==> config.mk <==
export PLATFORM = sky130hd
export DESIGN_NAME = maj_net_eval
export DESIGN_NICKNAME = d
export VERILOG_FILES = /design/src/rtl/maj_eval_pkg.sv /design/src/rtl/maj3_cell.sv /design/src/rtl/maj_net_eval.sv
export SDC_FILE = /design/constraint.sdc
export NUM_CORES = 1
export LEC_CHECK = 0
export CAP_MARGIN = 40
export CORE_MARGIN = 2
export CORE_UTILIZATION = 61
export CTS_CLUSTER_DIAMETER = 60
export DETAILED_ROUTE_END_ITERATION = 7
export PLACE_DENSITY = 0.77
export REMOVE_ABC_BUFFERS = 1
export SYNTH_ARGS = -nofsm -noshare
export SYNTH_HDL_FRONTEND = slang
export SYNTH_SLANG_ARGS = --single-unit
==> constraint.sdc <==
create_clock -name clk -period 6.5 [get_ports clk]
set_clock_uncertainty 0.1 [all_clocks]
set_input_delay 0.975 -clock clk [delete_from_list [all_inputs] [get_ports clk]]
set_output_delay 0.975 -clock clk [all_outputs]
set_load 0.05 [all_outputs]
==> src/rtl/maj_eval_pkg.sv <==
// Shared types and signal-index constants for the majority-inverter network evaluator.
package maj_eval_pkg;

  typedef enum logic [1:0] {
    IDLE,
    EVAL,
    DONE
  } state_t;

  // Selector fields are stored wider than any practical IDX_W so the entry type need not be parameterized
  localparam int SEL_MAX_W = 8;

  typedef struct packed {
    logic [SEL_MAX_W-1:0] sel_a;
    logic [SEL_MAX_W-1:0] sel_b;
    logic [SEL_MAX_W-1:0] sel_c;
    logic [2:0]           inv;
  } node_entry_t;

  localparam int CONST0  = 0;
  localparam int IN_BASE = CONST0 + 1;

  function automatic int node_base(input int n_in);
    return IN_BASE + n_in;
  endfunction

endpackage

==> src/rtl/maj3_cell.sv <==
// Combinational 3-input majority with independent complement on each input.
module maj3_cell (
  input  logic       a,
  input  logic       b,
  input  logic       c,
  input  logic [2:0] inv,
  output logic       y
);

  logic aa, bb, cc;

  assign aa = a ^ inv[0];
  assign bb = b ^ inv[1];
  assign cc = c ^ inv[2];
  assign y  = (aa & bb) | (aa & cc) | (bb & cc);

endmodule

==> src/rtl/maj_net_eval.sv <==
// Sequential evaluator for a programmable MAJ3 network, one node per clock.
// Optional build macro MAJ_TRACE_EN exposes the registered node values on node_vec.
module maj_net_eval
  import maj_eval_pkg::*;
#(
  parameter int N_IN    = 7,
  parameter int N_NODES = 8,
  parameter int SIG_W   = 1 + N_IN + N_NODES,
  parameter int IDX_W   = $clog2(SIG_W),
  parameter int AW      = $clog2(N_NODES + 1)
) (
  input  logic               clk,
  input  logic               rst_n,
  input  logic               prog_we,
  input  logic [AW-1:0]      prog_addr,
  input  logic [3*IDX_W-1:0] prog_sel,
  input  logic [2:0]         prog_inv,
  output logic               prog_ready,
  input  logic               in_valid,
  output logic               in_ready,
  input  logic [N_IN-1:0]    x,
  output logic               out_valid,
  input  logic               out_ready,
  output logic               out,
  output logic               out_err
`ifdef MAJ_TRACE_EN
  ,
  output logic [N_NODES-1:0] node_vec
`endif
);

  localparam int NODE_BASE = node_base(N_IN);

  state_t            state, state_nx;
  logic [AW-1:0]     k;
  node_entry_t       prog [N_NODES+1];
  logic [N_IN-1:0]   x_q;
  logic [N_NODES-1:0] node_q;
  logic              err_q;
  logic              out_q;
  logic              out_err_q;

  logic [SIG_W-1:0]  sig;
  node_entry_t       entry;
  node_entry_t       wr_entry;
  logic [1:0]        op_a, op_b, op_c;
  logic              node_y;
  logic              wr_ok;

  // A selector is legal only if it names the constant, an input, or an already computed node
  function automatic logic [1:0] rd_op(input logic [SIG_W-1:0] s,
                                       input logic [SEL_MAX_W-1:0] sel,
                                       input int lim);
    logic [SIG_W-1:0] sh;
    sh = s >> sel;
    if (int'(sel) < NODE_BASE + lim) return {1'b0, sh[0]};
    return 2'b10;
  endfunction

  assign prog_ready = (state == IDLE);
  assign in_ready   = (state == IDLE);
  assign out_valid  = (state == DONE);
  assign out        = out_q;
  assign out_err    = out_err_q;

`ifdef MAJ_TRACE_EN
  assign node_vec = node_q;
`endif

  assign sig   = {node_q, x_q, 1'b0};
  assign entry = prog[k];
  assign op_a  = rd_op(sig, entry.sel_a, int'(k));
  assign op_b  = rd_op(sig, entry.sel_b, int'(k));
  assign op_c  = rd_op(sig, entry.sel_c, int'(k));

  assign wr_entry.sel_a = SEL_MAX_W'(prog_sel[IDX_W-1:0]);
  assign wr_entry.sel_b = SEL_MAX_W'(prog_sel[2*IDX_W-1:IDX_W]);
  assign wr_entry.sel_c = SEL_MAX_W'(prog_sel[3*IDX_W-1:2*IDX_W]);
  assign wr_entry.inv   = prog_inv;
  assign wr_ok          = prog_we && (state == IDLE) && (int'(prog_addr) <= N_NODES);

  maj3_cell u_cell (
    .a   (op_a[0]),
    .b   (op_b[0]),
    .c   (op_c[0]),
    .inv (entry.inv),
    .y   (node_y)
  );

  always_ff @(posedge clk or negedge rst_n) begin
    if (!rst_n) state <= IDLE;
    else        state <= state_nx;
  end

  always_comb begin
    state_nx = state;
    case (state)
      IDLE:    if (in_valid) state_nx = EVAL;
      EVAL:    if (int'(k) == N_NODES) state_nx = DONE;
      DONE:    if (out_ready) state_nx = IDLE;
      default: state_nx = IDLE;
    endcase
  end

  // k == N_NODES is the extra step that resolves the output selector
  always_ff @(posedge clk or negedge rst_n) begin
    if (!rst_n) begin
      k         <= '0;
      x_q       <= '0;
      node_q    <= '0;
      err_q     <= 1'b0;
      out_q     <= 1'b0;
      out_err_q <= 1'b0;
      for (int i = 0; i <= N_NODES; i++) prog[i] <= '0;
    end else begin
      if (wr_ok) prog[prog_addr] <= wr_entry;
      case (state)
        IDLE: begin
          if (in_valid) begin
            x_q    <= x;
            node_q <= '0;
            err_q  <= 1'b0;
            k      <= '0;
          end
        end
        EVAL: begin
          if (int'(k) < N_NODES) begin
            for (int i = 0; i < N_NODES; i++)
              if (k == AW'(i)) node_q[i] <= node_y;
            err_q <= err_q | op_a[1] | op_b[1] | op_c[1];
            k     <= k + 1'b1;
          end else begin
            out_q     <= op_a[0] ^ entry.inv[0];
            out_err_q <= err_q | op_a[1];
          end
        end
        default: ;
      endcase
    end
  end

endmodule

Word level (Yosys, flattened, before mapping)
Cells that the tools add are included.

Bits in registers: 267. Bits in latches: 0. Bits in writable memories: 0. ROM bits: 0. Input bits: 31. Output and inout bits: 5. Logic and storage cells: 153. Memories kept: 0.

Add/sub/neg operators: 2. Multipliers: 0. Div/mod/pow operators: 0. $lt $le $gt $ge: 8. Equality and inequality tests: 22. Shifts and indexed selects: 3. Muxes and demuxes: 36. Bitwise gates (word level): 14. Reduce and logical (&&, ||, !) cells: 18.

Operators by type and width (number): $bwmux 243 (1); $bmux 27 s4 (1); $demux 27 s4 (1); $mux 27 (3); $lt 9x32->1 (2); $shr 16x8->1 (3); $reduce_and 4->1 (8); $ne 2x2->1 const B (11); $mux 2 (9); $eq 4x3->1 const B (4); $mux 8 (2); $pmux 8 s2 (1); $mux 1 (13); $ge 5x5->1 const B (2); $not 4->5 (2); $eq 4x2->1 const B (2); $lt 8x5->1 (1); $mux 4 (2); $pmux 4 s2 (1); $pmux 2 s3 (1); $reduce_and 3->1 (2); $add 4x4->5 const A (1); $lt 5x1->1 const B (1); $or 1x1->1 (5); other kinds (17) (24).

Longest topological paths before layout
Depth in word-level cells: 14. Gate-level depth with buffers: 16. Gate-level depth less buffers: 13.

Cells and area by module
A second synthesis with hierarchy kept.

Cell total of the unflattened synthesis: 636. Area total of the unflattened synthesis: 8055.2 sq um.

By module, submodules not included: maj_net_eval (times used 1, cells each 632, area each 8017.7 sq um); maj3_cell (times used 1, cells each 4, area each 37.5 sq um).

Worst setup path after synthesis
Ideal clock, no wire load.

Path kind: reg-to-reg. From: register k[0]. To: register node_q[1]. Data arrival time: 3.278 ns. Path slack: 3.046 ns. Cell stages (with the launch flop): 17. Buffers on the path: 4. Path through: dfrtp_1 -> buf_6 -> buf_4 -> buf_4 -> buf_4 -> mux2i_1 -> o22ai_1 -> o21ai_0 -> inv_1 -> ha_1 -> o311ai_0 -> o21ai_0 -> a32o_1 -> nor4_2 -> xor2_1 -> maj3_4 -> o21ai_1.

Cells in the longest elaborated chain, start to end: 14.

Ends and longest elaborated chain: start, declared (line maj_net_eval.sv:35) `logic [AW-1:0] k;`; start signal, assigned (line maj_net_eval.sv:131) `k <= k + 1'b1;`; $not 4->5 (implied by the code) (line maj_net_eval.sv:71) `assign entry = prog[k];`; $bmux 27 s4 (line maj_net_eval.sv:71); $mux 27 (implied by the code) (2 in series) (line maj_net_eval.sv:71); $lt 9x32->1 (tied with other cells) (line maj_net_eval.sv:56) `if (int'(sel) < NODE_BASE + lim) return {1'b0, sh[0]};`; $mux 1 or $mux 2 (tied branches) (line maj_net_eval.sv:56); $mux 2 (line maj_net_eval.sv:57) `return 2'b10;`; $xor 1x1->1, on equally long branches (line maj3_cell.sv:12, maj3_cell.sv:13, maj3_cell.sv:14); $and 1x1->1 (line maj3_cell.sv:15) `assign y = (aa & bb) | (aa & cc) | (bb & cc);`; $or 1x1->1 (2 in series) (line maj3_cell.sv:15); $mux 1 (line maj_net_eval.sv:129) `if (k == AW'(i)) node_q[i] <= node_y;`; $mux 8 (line maj_net_eval.sv:127) `if (int'(k) < N_NODES) begin`; $pmux 8 s2 (line maj_net_eval.sv:117) `case (state)`; end signal, assigned by index (line maj_net_eval.sv:129); end, declared (line maj_net_eval.sv:38) `logic [N_NODES-1:0] node_q;`.

Several ways; a longest one is shown, not always the timed one. The select of a mux whose other input is x is not followed. A chain may end at the register's enable or synchronous reset.

Worst setup path in the final report
Ends and elaborated chain as after synthesis.

==> results.cfg <==
[finish]
nFillCells = 908
diodes = 0
drive_gt1_frac = 0.316
fin_nets = 748
syn_to_final_growth_pct = 14.6
fin_cells = 891

[timing]
final.setup.tns_ns = 0
rsz0062_at_grt = false
period_share = 0.661
maxSlewHeadroom = 0.459
drv_slew = 0
tightestPinTransition_ns = 0.812
fmax_mhz = 233
setup_viol = 0
finalCriticalPeriod_ns = 4.30
hold_viol_final = 0

[clocking]
clk_pin_slew_ns = 0.06
cts_buffer_depth = 2
numCtsBuffers = 17
cts.sinks = 159
postCtsHoldBufs = 0
cts-root-buf = clkbuf_16
postCtsResizedCells = 0
postCtsSetupBuffers = 0
clk_latency_ns = 0.43
htree_levels = 4
cts_tree = done

[route]
dr.pass1.iters = 4
avgViaCountPerCell = 6.44
drc = 0
drt_iter0_drc = 606
ant_nets = 0
wl_per_cell_um = 23.3
routed_wl_mm = 20.7
num_vias = 5734

[worst_setup_path]
crit_slowest_cell = dfrtp_2
end_kind = register
critPathRequiredTime_ns = 6.71
crit_path_max_fanout = 33
crit_type = register to register
critPathTopFamily = compound AO/OA/AOI/OAI gates
cp-start-kind = register
cp.arrival_ns = 4.51
critPathBufInv = 1
cp_slowest_stage_delay_ns = 0.88
cp_cell_sequence = buf_4, a21boi_0, a211o_1, a2bb2oi_2, ha_1, o21ai_0, o21bai_1, a21o_1, a2111o_1, o31ai_1, maj3_4, o21ai_1

[yosys]
async_reset_ff_frac = 1.00
synth_mux_area_frac = 0.273
synth.most_common_cell = dfrtp_1
synth_area_leaders = dfrtp_1 48%, mux2_2 21%, mux2i_1 4.5%
syn-cell-area_sq_um = 8260
synth_common_cells = 159 x dfrtp_1, 152 x mux2_2, 37 x mux2i_1, 31 x nand2_1, 26 x o21ai_0
synth_area_leader_cell = dfrtp_1
ys_seq_elements = 159
synth-adder-area-share = 0.0214
synth-compound-area-share = 0.112
yosysTopAreaCellShare = 0.482
synth_edf_count = 0
syn_inst = 669
synth_top_flop_cell = dfrtp_1
synthXorXnorAreaFrac = 0.00212
syn_avg_cell_area_sq_um = 12.3
ys_seq_area_frac = 0.482
ys_warn_count = 0
yosysUniqueCellTypes = 77
synth_top_family_by_area = multiplexers
yosys.area_share.simple = 0.0814

[worst_hold_path]
hold_class = register to register

[global_route]
grt_pass1_wl_mm = 32.9
grt_max_degree = 75
grt_usage = 0.304
grt-ovfl-total = 0
grt_pass1_vias = 5878
grt_antenna_before_repair = 0

[pwr]
power.ir.vdd_worst_mv = 0.275
p_leak_nw = 4.32
pwr_density_cell_nw_per_um2 = 470

[placed_design]
dp_cells = 861
io_buffers = 35
place_congestion = 0.989
dp_hpwl_mm = 13.8

[floorplanning]
fp.dieH_um = 120
die_x_um = 120
ioPinCount = 36
design.die.area_sq_um = 14500
rows = 42
start_util = 0.624
core_area_sq_um = 13200

[flow_run]
max_cap_viol_count = 0

[run_status]
outcome = complete, no violations
-- worst paths after layout --
check | from | end | slack [ns] | cells after the start
worst min register to register | out_err | out_err | 0.38 | 2
worst min-delay path | out_err | out_err | 0.38 | 2
worst max-delay path | k[0] | node_q[1] | 2.20 | 12
worst max register to register | k[0] | node_q[1] | 2.20 | 12
min in group asynchronous | rst_n | prog[208] | 0.46 | 1
max in group asynchronous | rst_n | prog[195] | 4.66 | 3
-- per-layer routing --
layer	share of wire	global-route usage
met3	0.057	0.0590
met4	0.022	0.102
met1	0.45	0.420
met2	0.47	0.488
met5	0	0
-- flip-flops by register name, indices dropped and copies added (netlist names) --
register	count
prog	135
node_q	8
x_q	7
k	4
state	2
err_q	1
out	1
out_err	1
-- power by group --
| part | switching, W | internal, W |
|---|---|---|
| sequential | 0.000256 | 0.00129 |
| clock | 0.000402 | 0.000615 |
| combinational | 0.00106 | 0.000828 |
| total | 0.00172 | 0.00273 |
-- per-stage QoR --
step                hold WS (ns)  instance area [sq um]  utilization  total power (W)  setup WS, ns
global placement           0.366                   8710        0.658          0.00334          2.29
detailed placement         0.374                   8870        0.670          0.00341          2.23
finish                     0.384                   9470        0.715          0.00445          2.20
CTS                        0.387                   9470        0.715          0.00444          2.21
global route               0.412                   9470        0.715          0.00471          1.81
floorplan                  0.371                   8070            -          0.00286          1.89
-- cell usage in the layout (no fill, tap or decap), drive strengths merged, types with 13 or more instances in the layout --
master         synthesis  layout
ha                    13      13
dfrtp                159     159
nand2                 31      31
buf                   18      17
a21oi                 16      16
clkdlybuf4s50          0      34
o21ai                 37      37
inv                   13      16
mux2                 153     153
nor2                  24      24
clkbuf                17      19
nand3                 23      23
mux2i                 37      37
-- cell families after synthesis --
kind of cell               count (synthesis)
xor gates and xnor gates                   2
and+or+nand+nor                          125
AOI/OAI and AO/OA                        123
buffers and inverters                     49
muxes                                    197
DFF                                      159
adders and majority gates                 14
-- final cells by class --
cell class              instances  area (sq um)  share of cell area
clock buffers                  19           443              0.0468
multi-input cells             461          4050               0.428
repair buffers                 51           566              0.0597
flip-flops and latches        159          3980               0.420
inverters                      14          52.6             0.00555
clock inverters                11           158              0.0167
well taps                     176           220              0.0233
-- worst register-to-register path, delay by kind of cell (launching register included) --
family / cells / cell delay [ns]
AOI/OAI and AO/OA: 9 / 1.95
DFF: 1 / 0.88
adders and majority gates: 2 / 0.66
buffers and inverters: 1 / 0.58
No activity file was read; power rests on OpenSTA's default activity.
